--- src/rtl/instruction_fetch_unit.sv ---
// Fetch stage in front of a one-cycle-latency instruction ROM: owns the PC, issues reads,
// buffers returned words with their PC and hands them to decode over valid/ready.
module instruction_fetch_unit #(
    parameter logic [31:0] RESET_PC  = 32'h0000_0000,
    parameter int          ROM_WORDS = 5,
    parameter int          DEPTH     = 2
) (
    input  logic        clk,
    input  logic        reset,
    input  logic        fetch_en,
    input  logic        redirect_valid,
    input  logic [31:0] redirect_pc,
    output logic        HSEL1,
    output logic        rd_en_rom,
    output logic [31:0] address_rom,
    input  logic [31:0] instruction,
    output logic        if_valid,
    input  logic        if_ready,
    output logic [31:0] if_instr,
    output logic [31:0] if_pc,
    output logic        fetch_done
);

    localparam int PTR_W = (DEPTH > 1) ? $clog2(DEPTH) : 1;
    localparam int CNT_W = $clog2(DEPTH + 1);
    localparam int OCC_W = CNT_W + 1;
    localparam logic [31:0]      PC_LIMIT  = RESET_PC + 32'(4 * ROM_WORDS);
    localparam logic [PTR_W-1:0] LAST_PTR  = PTR_W'(DEPTH - 1);
    localparam logic [OCC_W-1:0] DEPTH_OCC = OCC_W'(DEPTH);

    logic [31:0]      pc_q, pc_d;
    logic             inflight_q, inflight_d;
    logic [31:0]      inflight_pc_q, inflight_pc_d;
    logic             kill_q, kill_d;
    logic [CNT_W-1:0] count_q, count_d;
    logic [PTR_W-1:0] rd_ptr_q, wr_ptr_q;
    logic [31:0]      buf_instr_q [DEPTH];
    logic [31:0]      buf_pc_q    [DEPTH];

    logic             pop;
    logic             push;
    logic             issue;
    logic             at_limit;
    logic [OCC_W-1:0] occupancy;
    logic [31:0]      redirect_aligned;

    function automatic logic [PTR_W-1:0] ptr_inc(input logic [PTR_W-1:0] p);
        return (p == LAST_PTR) ? '0 : p + 1'b1;
    endfunction

    // Decode handshake: a word transfers when if_valid & if_ready are both high at a rising
    // edge; if_instr/if_pc are held while if_valid & ~if_ready, and a redirect masks if_valid.
    assign if_valid = (count_q != '0) & ~redirect_valid;
    assign pop      = if_valid & if_ready;
    assign at_limit = (pc_q == PC_LIMIT);

    // Slots already promised (buffered plus the one in flight) must leave room for the new read.
    assign occupancy = OCC_W'(count_q) + OCC_W'(inflight_q) - OCC_W'(pop);
    assign issue     = fetch_en & ~redirect_valid & ~at_limit & ~reset & (occupancy < DEPTH_OCC);
    assign push      = inflight_q & ~kill_q & ~redirect_valid;

    assign redirect_aligned = redirect_pc & ~32'h3;

    assign HSEL1       = issue;
    assign rd_en_rom   = issue;
    assign address_rom = pc_q;
    assign fetch_done  = at_limit;
    assign if_instr    = buf_instr_q[rd_ptr_q];
    assign if_pc       = buf_pc_q[rd_ptr_q];

    always_comb begin
        pc_d          = pc_q;
        inflight_d    = 1'b0;
        inflight_pc_d = inflight_pc_q;
        kill_d        = 1'b0;
        count_d       = count_q;
        if (redirect_valid) begin
            pc_d    = redirect_aligned;
            kill_d  = inflight_q;
            count_d = '0;
        end else begin
            count_d = count_q + CNT_W'(push) - CNT_W'(pop);
            if (issue) begin
                inflight_d    = 1'b1;
                inflight_pc_d = pc_q;
                pc_d          = pc_q + 32'd4;
            end
        end
    end

    always_ff @(posedge clk or posedge reset) begin
        if (reset) begin
            pc_q          <= RESET_PC;
            inflight_q    <= 1'b0;
            inflight_pc_q <= '0;
            kill_q        <= 1'b0;
            count_q       <= '0;
            rd_ptr_q      <= '0;
            wr_ptr_q      <= '0;
            for (int i = 0; i < DEPTH; i++) begin
                buf_instr_q[i] <= '0;
                buf_pc_q[i]    <= '0;
            end
        end else begin
            pc_q          <= pc_d;
            inflight_q    <= inflight_d;
            inflight_pc_q <= inflight_pc_d;
            kill_q        <= kill_d;
            count_q       <= count_d;
            if (redirect_valid) begin
                rd_ptr_q <= '0;
                wr_ptr_q <= '0;
            end else begin
                if (push) begin
                    buf_instr_q[wr_ptr_q] <= instruction;
                    buf_pc_q[wr_ptr_q]    <= inflight_pc_q;
                    wr_ptr_q              <= ptr_inc(wr_ptr_q);
                end
                if (pop) begin
                    rd_ptr_q <= ptr_inc(rd_ptr_q);
                end
            end
        end
    end

endmodule

--- config.mk ---
export PLATFORM = sky130hd
export DESIGN_NAME = instruction_fetch_unit
export DESIGN_NICKNAME = d
export VERILOG_FILES = /design/src/rtl/instruction_fetch_unit.sv
export SDC_FILE = /design/constraint.sdc
export NUM_CORES = 1
export LEC_CHECK = 0
export BUFFER_PORTS_ARGS = -buffer_cell sky130_fd_sc_hd__clkbuf_2
export CAP_MARGIN = 30
export CORE_ASPECT_RATIO = 1.25
export CORE_UTILIZATION = 55
export DETAILED_ROUTE_END_ITERATION = 8
export PLACE_DENSITY = 0.8
export SYNTH_ARGS = -nofsm -noshare
export SYNTH_HDL_FRONTEND = slang
export SYNTH_SLANG_ARGS = --single-unit
--- constraint.sdc ---
create_clock -name clk -period 7.4 [get_ports clk]
set_input_delay 0 -clock clk [delete_from_list [all_inputs] [get_ports clk]]
set_output_delay 0 -clock clk [all_outputs]
set_load 0.01 [all_outputs]
==> impl_metrics.ini <==
[global_route]
busiest_layer = met2
grt_remaining_overflow = 0
met3_usage_pct = 6.687
met2_usage_pct = 46.32
antenna_found_initial = 0
grt_start_max_net_pins = 98
grt_usage_pct = 26.26
grt_util_met1_pct = 30.01
grt_pass1_wl_um = 32570
grt_pass1_vias = 6504

[timing]
fin_setup_tns_ns = 0
fin_hold_ws_ns = 0.1827
slew_viol_final = 0
setup_viol = 0
relSlewSlack_pct = 24.79
fmax_mhz = 262.6
worst_slew_pin_slew_ns = 1.113
min_period_over_period_pct = 51.46
period_minus_slack_ns = 3.808
rsz0062_at_grt = no
hold_viol_final = 0
skew_ns = 0.009204

[floorplan]
io-pin-count = 169
num_rows = 50
dieArea_um2 = 16240
die_x_um = 114.2
initial_core_util_pct = 56.91
core-area_um2 = 15200
die-height_um = 142.2

[setup_path]
cp_max_fo = 28
worstSetupPathType = flip-flop to flip-flop
cp-end-kind = flip-flop
crit_top_cell = nor2_1
cp.required_ns = 7.71
startpoint_type = flip-flop
slowest_delay_ns = 0.50
path_cells = nor2_1 > nor2_1 > and2_1 > ha_1 > nand2b_1 > fa_1 > nand3b_1 > nor2_2 > o21ai_4 > or2b_4 > inv_4 > mux2_1
slowest_stage = fa_1
worstPathArrival_ns = 4.11

[synthesis]
synth_compound_area_share_pct = 2.487
synth_area_um2 = 8652
synth_ff_type = dfrtp_1
yosys_register_bits = 190
async_reset_ff_share_pct = 100.0
synth.area.mux_share_pct = 28.92
synth_edf_count = 0
synth_cell_type_count = 43
synthAdderAreaFrac_pct = 0.9544
synthCells = 641
synth_top_family_by_area = multiplexers
synth_simple_gate_area_share_pct = 7.014
ys_warn_count = 0
synth_xor_area_share_pct = 3.037
syn_avg_cell_area_um2 = 13.50
ys_seq_area_share_pct = 54.95

[final_layout]
final_common_cell = dfrtp_1
final_cell_mix = dfrtp_1 (189), mux2_2 (188), clkbuf_2 (162)
drive_gt1_share_pct = 47.47
antenna_cells = 0
fillers = 1024
area_delta_synth_final_pct = 26.03
final_nets = 932
seqCellArea_um2 = 4756
multi_input_area_um2 = 3700

[power_and_ir_drop]
power_density_nw_per_um2 = 302.0
power_frac_comb_pct = 25.7
p_leak_nw = 5.142
clkPwrFrac_pct = 29.3
p_seq_share_pct = 45.0
internal_power_w = 0.002390
sw_frac_of_total_pct = 27.42
power_switching_w = 0.0009029
total_power_w = 0.003293
ir_drop_uv = 155.4

[clock_tree]
cts_tree = yes
cts_sinks = 190
clk_pin_slew_ns = 0.06
clk_path_buf_depth = 2
cts_buffers = 17
cts_max_level = 4
cts-root-buf = clkbuf_16
clk_latency_ns = 0.43

[route]
vias_per_cell = 5.497
detail_route.wl_per_cell_um = 18.30
dr.pass1.iters = 4
drtIter0Drc = 305
ant_nets = 0
drc = 0
dr_total_vias = 5915
routed_wl_um = 19690

[run_status]
status = complete, no violations

[placed_design]
io_buffers = 162
routabilityCongestion = 0.8530
place_hpwl_um = 12730

[min_path]
hold_class = primary input to flip-flop

[run]
max-cap-violations = 0
==> repair_timing <==
action | 4_1_cts | 5_1_grt
hold buffers | 64 | 0
endpoints found under the hold margin | 191 | 0
buffers inserted | 0 | 0
endpoints found under the setup margin | 0 | 0
resized for setup | 0 | 0
==> registers in the layout, summed over array words and instances, names as in the netlist, 2 cells and up <==
signal and flops:
inflight_pc_q 30, address_rom 30, buf_pc_q 60, count_q 2, buf_instr_q 64
==> worst paths after layout <==
path	start	end	slack, ns	depth (start not counted)
max reg2reg	count_q[1]	inflight_pc_q[8]	3.59	12
max	count_q[1]	inflight_pc_q[8]	3.59	12
min reg2reg	buf_pc_q[60]	buf_pc_q[60]	0.50	1
min	redirect_valid	address_rom[18]	0.18	4
min in group asynchronous	reset	address_rom[10]	0.25	3
max in group asynchronous	reset	rd_ptr_q	5.97	5
==> metrics by stage <==
stage	setup WS [ns]	utilization (%)	cell area (um^2)	std cells
after floorplan	2.230	-	8663	644
after global routing	3.371	71.73	10900	1076
after CTS	3.548	71.73	10900	1076
after global placement	3.668	63.23	9612	981
final	3.592	71.73	10900	1076
after detailed placement	3.508	63.41	9639	982
==> critical path: cells and delay by family, from the launching register on <==
kind / cells / cell delay [ns]
buffers and inverters: 1 / 0.40
muxes: 1 / 0.38
DFF: 1 / 0.44
adders and majority gates: 2 / 0.80
and+or+nand+nor: 7 / 1.47
AOI/OAI and AO/OA: 1 / 0.16
==> metal layers <==
metal  wire length (um)  vias up
met3               1026       43
met5                  0        -
met4                526        0
li1                   -     2697
met1               7843     2980
met2              10290      195
==> logic make-up after synthesis <==
logic type / Yosys count
compound gates: 37
xor+xnor: 30
fa+ha+maj: 6
buf+inv: 47
flops: 190
mux: 216
other cells: 1
simple gates: 114
==> power groups by stage <==
stage          clock network (W)  logic [W]  registers, W
6_report                0.000965   0.000846       0.00148
5_1_grt                  0.00102   0.000920       0.00152
4_1_cts                 0.000978   0.000850       0.00148
3_5_place_dp                   0   0.000817       0.00150
3_3_place_gp                   0   0.000786       0.00147
2_1_floorplan                  0   0.000561       0.00144
==> cell type report <==
type | count | share of cell area, %
clock buffers | 25 | 4.544
clock inverters | 5 | 1.182
inverters | 8 | 0.3672
multi-input cells | 407 | 33.93
flip-flops and latches | 190 | 43.61
well taps | 208 | 2.387
repair buffers | 233 | 13.98
==> synthesized netlist by cell type, types with 4 or more instances <==
cell type  count  share of area (%)
dfrtp_1      190                 55
mux2_2       188                 24
nand2_1       37                1.6
clkbuf_1      25                1.1
o21ai_0       24                1.4
xor2_1        23                2.3
mux2_4        19                3.3
nand3_1       15               0.87
nand4_1       12               0.87
nor2_1        12               0.52
mux2_1         8                1.0
inv_1          7               0.30
nor4_1         7               0.51
xnor2_1        7               0.71
o21ai_1        6               0.35
and3_1         5               0.36
buf_4          5               0.43
ha_1           5               0.72
and2_1         4               0.29
nor2b_1        4               0.29
nor3_1         4               0.23
(Power assumes the default switching activity.)
